<file path="config.mk">
export PLATFORM = sky130hd
export DESIGN_NAME = fetch_sequencer_flat
export DESIGN_NICKNAME = d
export VERILOG_FILES = /design/src/rtl/fetch_sequencer_if.sv /design/src/rtl/fetch_sequencer.sv /design/src/flat_wrapper.sv
export SDC_FILE = /design/constraint.sdc
export NUM_CORES = 1
export LEC_CHECK = 0
export CAP_MARGIN = 0
export CELL_PAD_IN_SITES_DETAIL_PLACEMENT = 1
export CELL_PAD_IN_SITES_GLOBAL_PLACEMENT = 1
export CORE_MARGIN = 2
export CORE_UTILIZATION = 30
export CTS_BUF_LIST = sky130_fd_sc_hd__clkbuf_8
export DETAILED_ROUTE_END_ITERATION = 6
export HOLD_SLACK_MARGIN = 0.1
export PLACE_DENSITY = 0.76
export SLEW_MARGIN = 25
export SYNTH_ARGS = -nofsm -noshare
export SYNTH_HDL_FRONTEND = slang
export SYNTH_SLANG_ARGS = --single-unit
</file>
<file path="constraint.sdc">
create_clock -name clk -period 3.7 [get_ports clk]
set_input_delay 0.37 -clock clk [delete_from_list [all_inputs] [get_ports clk]]
set_output_delay 0.37 -clock clk [all_outputs]
set_load 0.005 [all_outputs]
</file>
<file path="src/rtl/fetch_sequencer_if.sv">
// fetch_sequencer_if: context-manager request, branch-hazard and instruction-memory signals of fetch_sequencer
interface fetch_sequencer_if #(
   parameter int LEN_WORD = 32,
   parameter int LEN_CONTEXT = 8
);
   logic                   fetch_order;
   logic [LEN_WORD-1:0]    fetch_pc;
   logic [LEN_CONTEXT-1:0] fetch_context;
   logic                   fetch_done;
   logic [LEN_WORD-1:0]    fetch_instr;
   logic                   branch_hazard;
   logic [LEN_CONTEXT-1:0] hazard_context_info;
   logic                   mem_req;
   logic [LEN_WORD-1:0]    mem_addr;
   logic                   mem_gnt;
   logic                   mem_rvalid;
   logic [LEN_WORD-1:0]    mem_rdata;
   logic                   busy;
   modport slave (
      input  fetch_order, fetch_pc, fetch_context, branch_hazard, hazard_context_info,
      input  mem_gnt, mem_rvalid, mem_rdata,
      output fetch_done, fetch_instr, mem_req, mem_addr, busy
   );
   modport master (
      output fetch_order, fetch_pc, fetch_context, branch_hazard, hazard_context_info,
      output mem_gnt, mem_rvalid, mem_rdata,
      input  fetch_done, fetch_instr, mem_req, mem_addr, busy
   );
endinterface

</file>
<file path="src/rtl/fetch_sequencer.sv">
// fetch_sequencer: single-outstanding instruction fetch with branch-hazard squash; FETCH_LINE_BUF_EN adds a one-entry line buffer
module fetch_sequencer #(
   parameter int LEN_WORD = 32,
   parameter int LEN_CONTEXT = 8
) (
   input logic              clk,
   input logic              rst,
   fetch_sequencer_if.slave bus
);
   typedef enum logic [1:0] {IDLE, REQ, WAIT, SQUASH} state_t;
   state_t                 state, state_nxt;
   logic [LEN_WORD-1:0]    req_pc;
   logic [LEN_CONTEXT-1:0] req_cntx;
   logic                   kill, kill_cap, capture, deliver, take_hit, hit;
   logic [LEN_WORD-1:0]    hit_instr;
   assign kill     = bus.branch_hazard && |(bus.hazard_context_info & req_cntx);
   assign kill_cap = bus.branch_hazard && |(bus.hazard_context_info & bus.fetch_context);
   assign bus.busy = state != IDLE;
`ifdef FETCH_LINE_BUF_EN
   logic                buf_valid;
   logic [LEN_WORD-1:0] buf_pc, buf_instr;
   // line buffer remembers the last instruction actually delivered from memory
   always_ff @(posedge clk or posedge rst)
      if (rst) begin
         buf_valid <= 1'b0;
         buf_pc    <= '0;
         buf_instr <= '0;
      end else if (deliver) begin
         buf_valid <= 1'b1;
         buf_pc    <= req_pc;
         buf_instr <= bus.mem_rdata;
      end
   assign hit       = buf_valid && bus.fetch_pc == buf_pc;
   assign hit_instr = buf_instr;
`else
   assign hit       = 1'b0;
   assign hit_instr = '0;
`endif
   // state register
   always_ff @(posedge clk or posedge rst)
      if (rst) state <= IDLE;
      else state <= state_nxt;
   // next state and one-cycle control strobes
   always_comb begin
      state_nxt = state;
      capture   = 1'b0;
      deliver   = 1'b0;
      take_hit  = 1'b0;
      unique case (state)
         IDLE:
            if (bus.fetch_order && !kill_cap) begin
               take_hit  = hit;
               capture   = !hit;
               state_nxt = hit ? IDLE : REQ;
            end
         REQ:
            if (kill) state_nxt = bus.mem_gnt ? SQUASH : IDLE;
            else if (bus.mem_gnt) state_nxt = WAIT;
         WAIT:
            if (bus.mem_rvalid) begin
               deliver   = !kill;
               state_nxt = IDLE;
            end else if (kill) state_nxt = SQUASH;
         SQUASH:
            if (bus.mem_rvalid) state_nxt = IDLE;
      endcase
   end
   // registered request, address and instruction return
   always_ff @(posedge clk or posedge rst)
      if (rst) begin
         req_pc          <= '0;
         req_cntx        <= '0;
         bus.mem_req     <= 1'b0;
         bus.mem_addr    <= '0;
         bus.fetch_done  <= 1'b0;
         bus.fetch_instr <= '0;
      end else begin
         bus.mem_req    <= state_nxt == REQ;
         bus.fetch_done <= deliver || take_hit;
         if (capture) begin
            req_pc       <= bus.fetch_pc;
            req_cntx     <= bus.fetch_context;
            bus.mem_addr <= bus.fetch_pc;
         end
         if (deliver) bus.fetch_instr <= bus.mem_rdata;
         else if (take_hit) bus.fetch_instr <= hit_instr;
      end
endmodule

</file>
<file path="src/flat_wrapper.sv">
// flat-port wrapper written by rule: the top's interface ports become plain ports
module fetch_sequencer_flat 
#(
   parameter int LEN_WORD = 32,
   parameter int LEN_CONTEXT = 8
)
  (clk, rst, bus_fetch_order, bus_fetch_pc, bus_fetch_context, bus_branch_hazard, bus_hazard_context_info, bus_mem_gnt, bus_mem_rvalid, bus_mem_rdata, bus_fetch_done, bus_fetch_instr, bus_mem_req, bus_mem_addr, bus_busy);
  fetch_sequencer_if #(.LEN_WORD(LEN_WORD), .LEN_CONTEXT(LEN_CONTEXT)) bus_i ();
  input logic clk;
  input logic rst;
  input wire logic [$bits(bus_i.fetch_order)-1:0] bus_fetch_order;
  input wire logic [$bits(bus_i.fetch_pc)-1:0] bus_fetch_pc;
  input wire logic [$bits(bus_i.fetch_context)-1:0] bus_fetch_context;
  input wire logic [$bits(bus_i.branch_hazard)-1:0] bus_branch_hazard;
  input wire logic [$bits(bus_i.hazard_context_info)-1:0] bus_hazard_context_info;
  input wire logic [$bits(bus_i.mem_gnt)-1:0] bus_mem_gnt;
  input wire logic [$bits(bus_i.mem_rvalid)-1:0] bus_mem_rvalid;
  input wire logic [$bits(bus_i.mem_rdata)-1:0] bus_mem_rdata;
  output wire logic [$bits(bus_i.fetch_done)-1:0] bus_fetch_done;
  output wire logic [$bits(bus_i.fetch_instr)-1:0] bus_fetch_instr;
  output wire logic [$bits(bus_i.mem_req)-1:0] bus_mem_req;
  output wire logic [$bits(bus_i.mem_addr)-1:0] bus_mem_addr;
  output wire logic [$bits(bus_i.busy)-1:0] bus_busy;
  assign bus_i.fetch_order = bus_fetch_order;
  assign bus_i.fetch_pc = bus_fetch_pc;
  assign bus_i.fetch_context = bus_fetch_context;
  assign bus_i.branch_hazard = bus_branch_hazard;
  assign bus_i.hazard_context_info = bus_hazard_context_info;
  assign bus_i.mem_gnt = bus_mem_gnt;
  assign bus_i.mem_rvalid = bus_mem_rvalid;
  assign bus_i.mem_rdata = bus_mem_rdata;
  assign bus_fetch_done = bus_i.fetch_done;
  assign bus_fetch_instr = bus_i.fetch_instr;
  assign bus_mem_req = bus_i.mem_req;
  assign bus_mem_addr = bus_i.mem_addr;
  assign bus_busy = bus_i.busy;
  fetch_sequencer #(.LEN_WORD(LEN_WORD), .LEN_CONTEXT(LEN_CONTEXT)) u_core (.clk(clk), .rst(rst), .bus(bus_i));
endmodule
</file>
-- Yosys cells after proc, flatten, opt, wreduce, memory -nomap -nowiden
Cells that the tools add are included.
- output and inout bits: 67
- input port bits: 86
- word-level logic and storage cells: 34
- flip-flop bits (word level): 76
- multiplexer cells: 13
- equality and inequality tests: 4
- reductions and logical operators: 9
- bitwise operators: 2
- operators by type and width (kind ; count):
    32-bit two-way mux ; 1
    8-bit AND ; 2
    8-bit OR reduction ; 2
    2-bit two-way mux ; 7
    2-bit case mux with 4 select lines ; 1
    2-bit by 1-bit == test with 1-bit output (second input constant) ; 2
    2-bit == test (second input constant) ; 2
    1-bit two-way mux ; 4
    1-bit logical AND ; 3
    1-bit logical NOT ; 2
    2-bit logical NOT ; 1
    2-bit nonzero test ; 1

-- Depth between registers and ports, before layout
- depth in word-level cells: 8
- mapped depth: 6
- mapped depth without buffers: 4

-- Worst setup path after synthesis
Ideal clock, no wire load.
- path kind: register to register
- start: register u_core.req_cntx[3]
- end: register u_core.bus.fetch_instr[0]
- buffers on the path: 1
- data arrival time: 1.680 ns
- setup time: 0.125 ns
- data required time: 3.575 ns
- cell stages (with the launch flop): 6
- setup slack: 1.895 ns
- clock period less this slack: 1.805 ns
- cells stage by stage: dfrtp_1 a22oi_1 a41oi_2 nor3_2 buf_6 mux2_2
- longest elaborated chain between the ends: 6
- RTL lines (element ; line ; text):
    start: declaration ; fetch_sequencer.sv:13 ; logic [LEN_CONTEXT-1:0] req_cntx;
    start signal: assignment ; fetch_sequencer.sv:82 ; req_cntx <= bus.fetch_context;
    8-bit AND ; fetch_sequencer.sv:16 ; assign kill = bus.branch_hazard && |(bus.hazard_context_info & req_cntx);
    8-bit OR reduction ; fetch_sequencer.sv:16 ;
    1-bit logical AND ; fetch_sequencer.sv:16 ;
    1-bit logical NOT ; fetch_sequencer.sv:61 ; deliver = !kill;
    1-bit two-way mux ; fetch_sequencer.sv:60 ; if (bus.mem_rvalid) begin
    1-bit two-way mux ; fetch_sequencer.sv:49 ; unique case (state)
    end signal: assignment ; fetch_sequencer.sv:85 ; if (deliver) bus.fetch_instr <= bus.mem_rdata;
    end signal: assignment ; fetch_sequencer.sv:86 ; else if (take_hit) bus.fetch_instr <= hit_instr;
    end: declaration ; fetch_sequencer_if.sv:22 ; output fetch_done, fetch_instr, mem_req, mem_addr, busy
No other way between the ends.
A chain may end at the register's enable or synchronous reset.

-- Final worst setup path
- start: input bus_hazard_context_info[3]
- end: register u_core.bus.mem_addr[16]
- longest elaborated chain between the ends: 7
- RTL lines (element ; line ; text):
    start: declaration ; flat_wrapper.sv:15 ; input wire logic [$bits(bus_i.hazard_context_info)-1:0] bus_hazard_context_info;
    8-bit AND ; fetch_sequencer.sv:17 ; assign kill_cap = bus.branch_hazard && |(bus.hazard_context_info & bus.fetch_context);
    8-bit OR reduction ; fetch_sequencer.sv:17 ;
    1-bit logical AND ; fetch_sequencer.sv:17 ;
    1-bit logical NOT ; fetch_sequencer.sv:51 ; if (bus.fetch_order && !kill_cap) begin
    1-bit logical AND ; fetch_sequencer.sv:51 ;
    1-bit two-way mux ; fetch_sequencer.sv:51 ;
    1-bit two-way mux ; fetch_sequencer.sv:49 ;
    end signal: assignment ; fetch_sequencer.sv:83 ; bus.mem_addr <= bus.fetch_pc;
    end: declaration ; fetch_sequencer_if.sv:22 ;
No other way between the ends.

==> results.json <==
{
  "dr.first_iter.drc_count": 32,
  "ys_seq_area_frac": 0.602,
  "post-route-period-util": 0.656,
  "worst_pin_slew_ns": 0.573,
  "worstPathRequired_ns": 3.92,
  "portBuffers": 152,
  "synth_top_area_cell": "dfrtp_1",
  "critPathLaunchType": "primary input",
  "slew_headroom": 0.618,
  "antenna_found_initial": 0,
  "nNetsFinal": 425,
  "dieHeight_microns": 107,
  "clock_latency_ns": 0.34,
  "cts_tree": "yes",
  "syn_avg_cell_area_sq_um": 17.5,
  "cts_made_buffers": 9,
  "finClkSkew_ns": 0.0104,
  "antenna_left": 0,
  "ys.warnings.count": 0,
  "yosysUniqueCellTypes": 19,
  "clk_pin_slew_ns": 0.09,
  "power.leakage_nw": 2.16,
  "syn-num-nets": 267,
  "wl_per_cell_microns": 15.9,
  "max_freq_mhz": 412,
  "grt_pass1_wl_mm": 12.3,
  "design.die.area_sq_mm": 0.0114,
  "arrival_ns": 2.64,
  "critical_path.max_fanout": 27,
  "ys_ff_latch": 76,
  "overflow": 0,
  "drive_gt1_frac": 0.276,
  "cts-resized-gates": 0,
  "min_period_ns": 2.43,
  "synthToLayoutAreaGrowth_pct": 57.3,
  "setup_viol": 0,
  "cts_setup_buffers": 0,
  "ios": 153,
  "cts_num_sinks": 76,
  "rsz0062_at_grt": "no",
  "outcome": "finished clean",
  "grt_pass1_vias": 2362,
  "setup-tns-final_ns": 0,
  "drc": 0,
  "slew_violations": 0,
  "rows": 37,
  "h-tree-depth": 3,
  "r2r_slack_ns": 1.40,
  "core-area_sq_mm": 0.0103,
  "synth_top_area_share": 0.602,
  "n_antenna_cell": 0,
  "grt_max_degree": 65,
  "gp_congestion": 0.772,
  "clk_root_buffer_cell": "clkbuf_8",
  "ctsHoldBuffers": 0,
  "vias_per_cell": 4.39,
  "die_w_microns": 107,
  "power_density_mw_per_mm2": 753,
  "drt_pass1_iterations": 4,
  "dpl.hpwl_mm": 5.72,
  "vias": 2107,
  "ir_worst_vdd_mv": 0.293,
  "ys_top_cells_by_area": "dfrtp_1 60%, mux2_4 18%, mux2_2 12%",
  "final_cell_mix": "152 x clkdlybuf4s50_1, 76 x dfrtp_1, 38 x mux2_4",
  "min_path_type": "primary input to asynchronous set/reset pin",
  "final_common_cell": "clkdlybuf4s50_1",
  "syn_area_sq_mm": 0.00316,
  "path_class": "primary input to flop",
  "fin_util": 0.483,
  "start_util": 0.307,
  "finalHoldViolations": 0,
  "worstSetupEndpointType": "flop",
  "netlist_instances": 181,
  "track_usage": 0.140,
  "routed_wirelength_mm": 7.65,
  "clockBufferDepth": 2,
  "cap_violations": 0
}
[state kept, by name, indices dropped and copies added, names as in the netlist]
register and cells:
u_core.bus.mem_req 1, u_core.bus.fetch_done 1, u_core.bus.fetch_instr 32, u_core.req_cntx 8, u_core.state 2, u_core.bus.mem_addr 32
[synthesized netlist by cell type]
library cell and count:
a221oi_1 1, a22oi_1 8, a41oi_1 1, a41oi_2 1, buf_12 4, buf_6 4, dfrtp_1 76, inv_1 3
mux2_2 34, mux2_4 38, nand2_1 1, nand2b_1 3, nor2_1 1, nor3_2 1, o21ai_0 1, o221ai_1 1
or2_1 1, or3b_1 1, xnor2_1 1
[critical path, stage by stage]
cell	delay [ns]
clkdlybuf4s50_1	0.43
a22oi_1	0.23
a41oi_1	0.13
or3b_2	0.73
buf_4	0.39
mux2_4	0.36
[cells by family after synthesis]
family / share of synthesized area
DFF: 0.602
and+or+nand+nor: 0.0162
AOI/OAI and AO/OA: 0.0341
xor gates and xnor gates: 0.00277
muxes: 0.302
buffers and inverters: 0.0432
[per-stage QoR]
step	cells	hold WS (ns)	instance area (sq um)	setup WS, ns	total power [mW]
2_1_floorplan	181	0.461	3160	1.39	2.19
4_1_cts	480	0.468	4970	1.24	3.81
3_5_place_dp	464	0.497	4760	0.873	3.12
5_1_grt	480	0.472	4970	1.14	3.99
6_report	480	0.438	4970	1.27	3.74
3_3_place_gp	464	0.489	4760	0.916	3.07
[metal layers]
layer	up-vias	track usage	share of wire
met5	-	0	0
met4	0	0.0464	0.013
met3	10	0.0480	0.074
met2	87	0.223	0.49
met1	1049	0.178	0.42
li1	961	-	-
[where the power goes]
part           leakage (nW)  internal (mW)  switching (mW)
Clock                0.0995          0.336           0.324
Sequential            0.914           1.24           0.244
Combinational          1.15           1.17           0.422
Total                  2.16           2.75           0.990
[final cells by class]
cell class                      count  area [sq um]
Multi-Input combinational cell     94          1130
Fill cell                        1049          5310
Timing Repair Buffer              155          1540
Sequential cell                    76          1900
Inverter                            3          16.3
Clock buffer                       10           138
Clock inverter                      6          71.3
Tap cell                          136           170
[final timing paths]
path / startpoint / endpoint / cells after the start
max: bus_hazard_context_info[3] / u_core.bus.mem_addr[16] / 6
min: rst / u_core.bus.mem_addr[24] / 2
max reg2reg: u_core.state[0] / u_core.bus.mem_addr[16] / 4
min reg2reg: u_core.bus.fetch_instr[21] / u_core.bus.fetch_instr[21] / 1
max in group asynchronous: rst / u_core.bus.mem_addr[16] / 3
min in group clk: u_core.bus.fetch_instr[21] / u_core.bus.fetch_instr[21] / 1
Power figures use the tool's default switching activity.
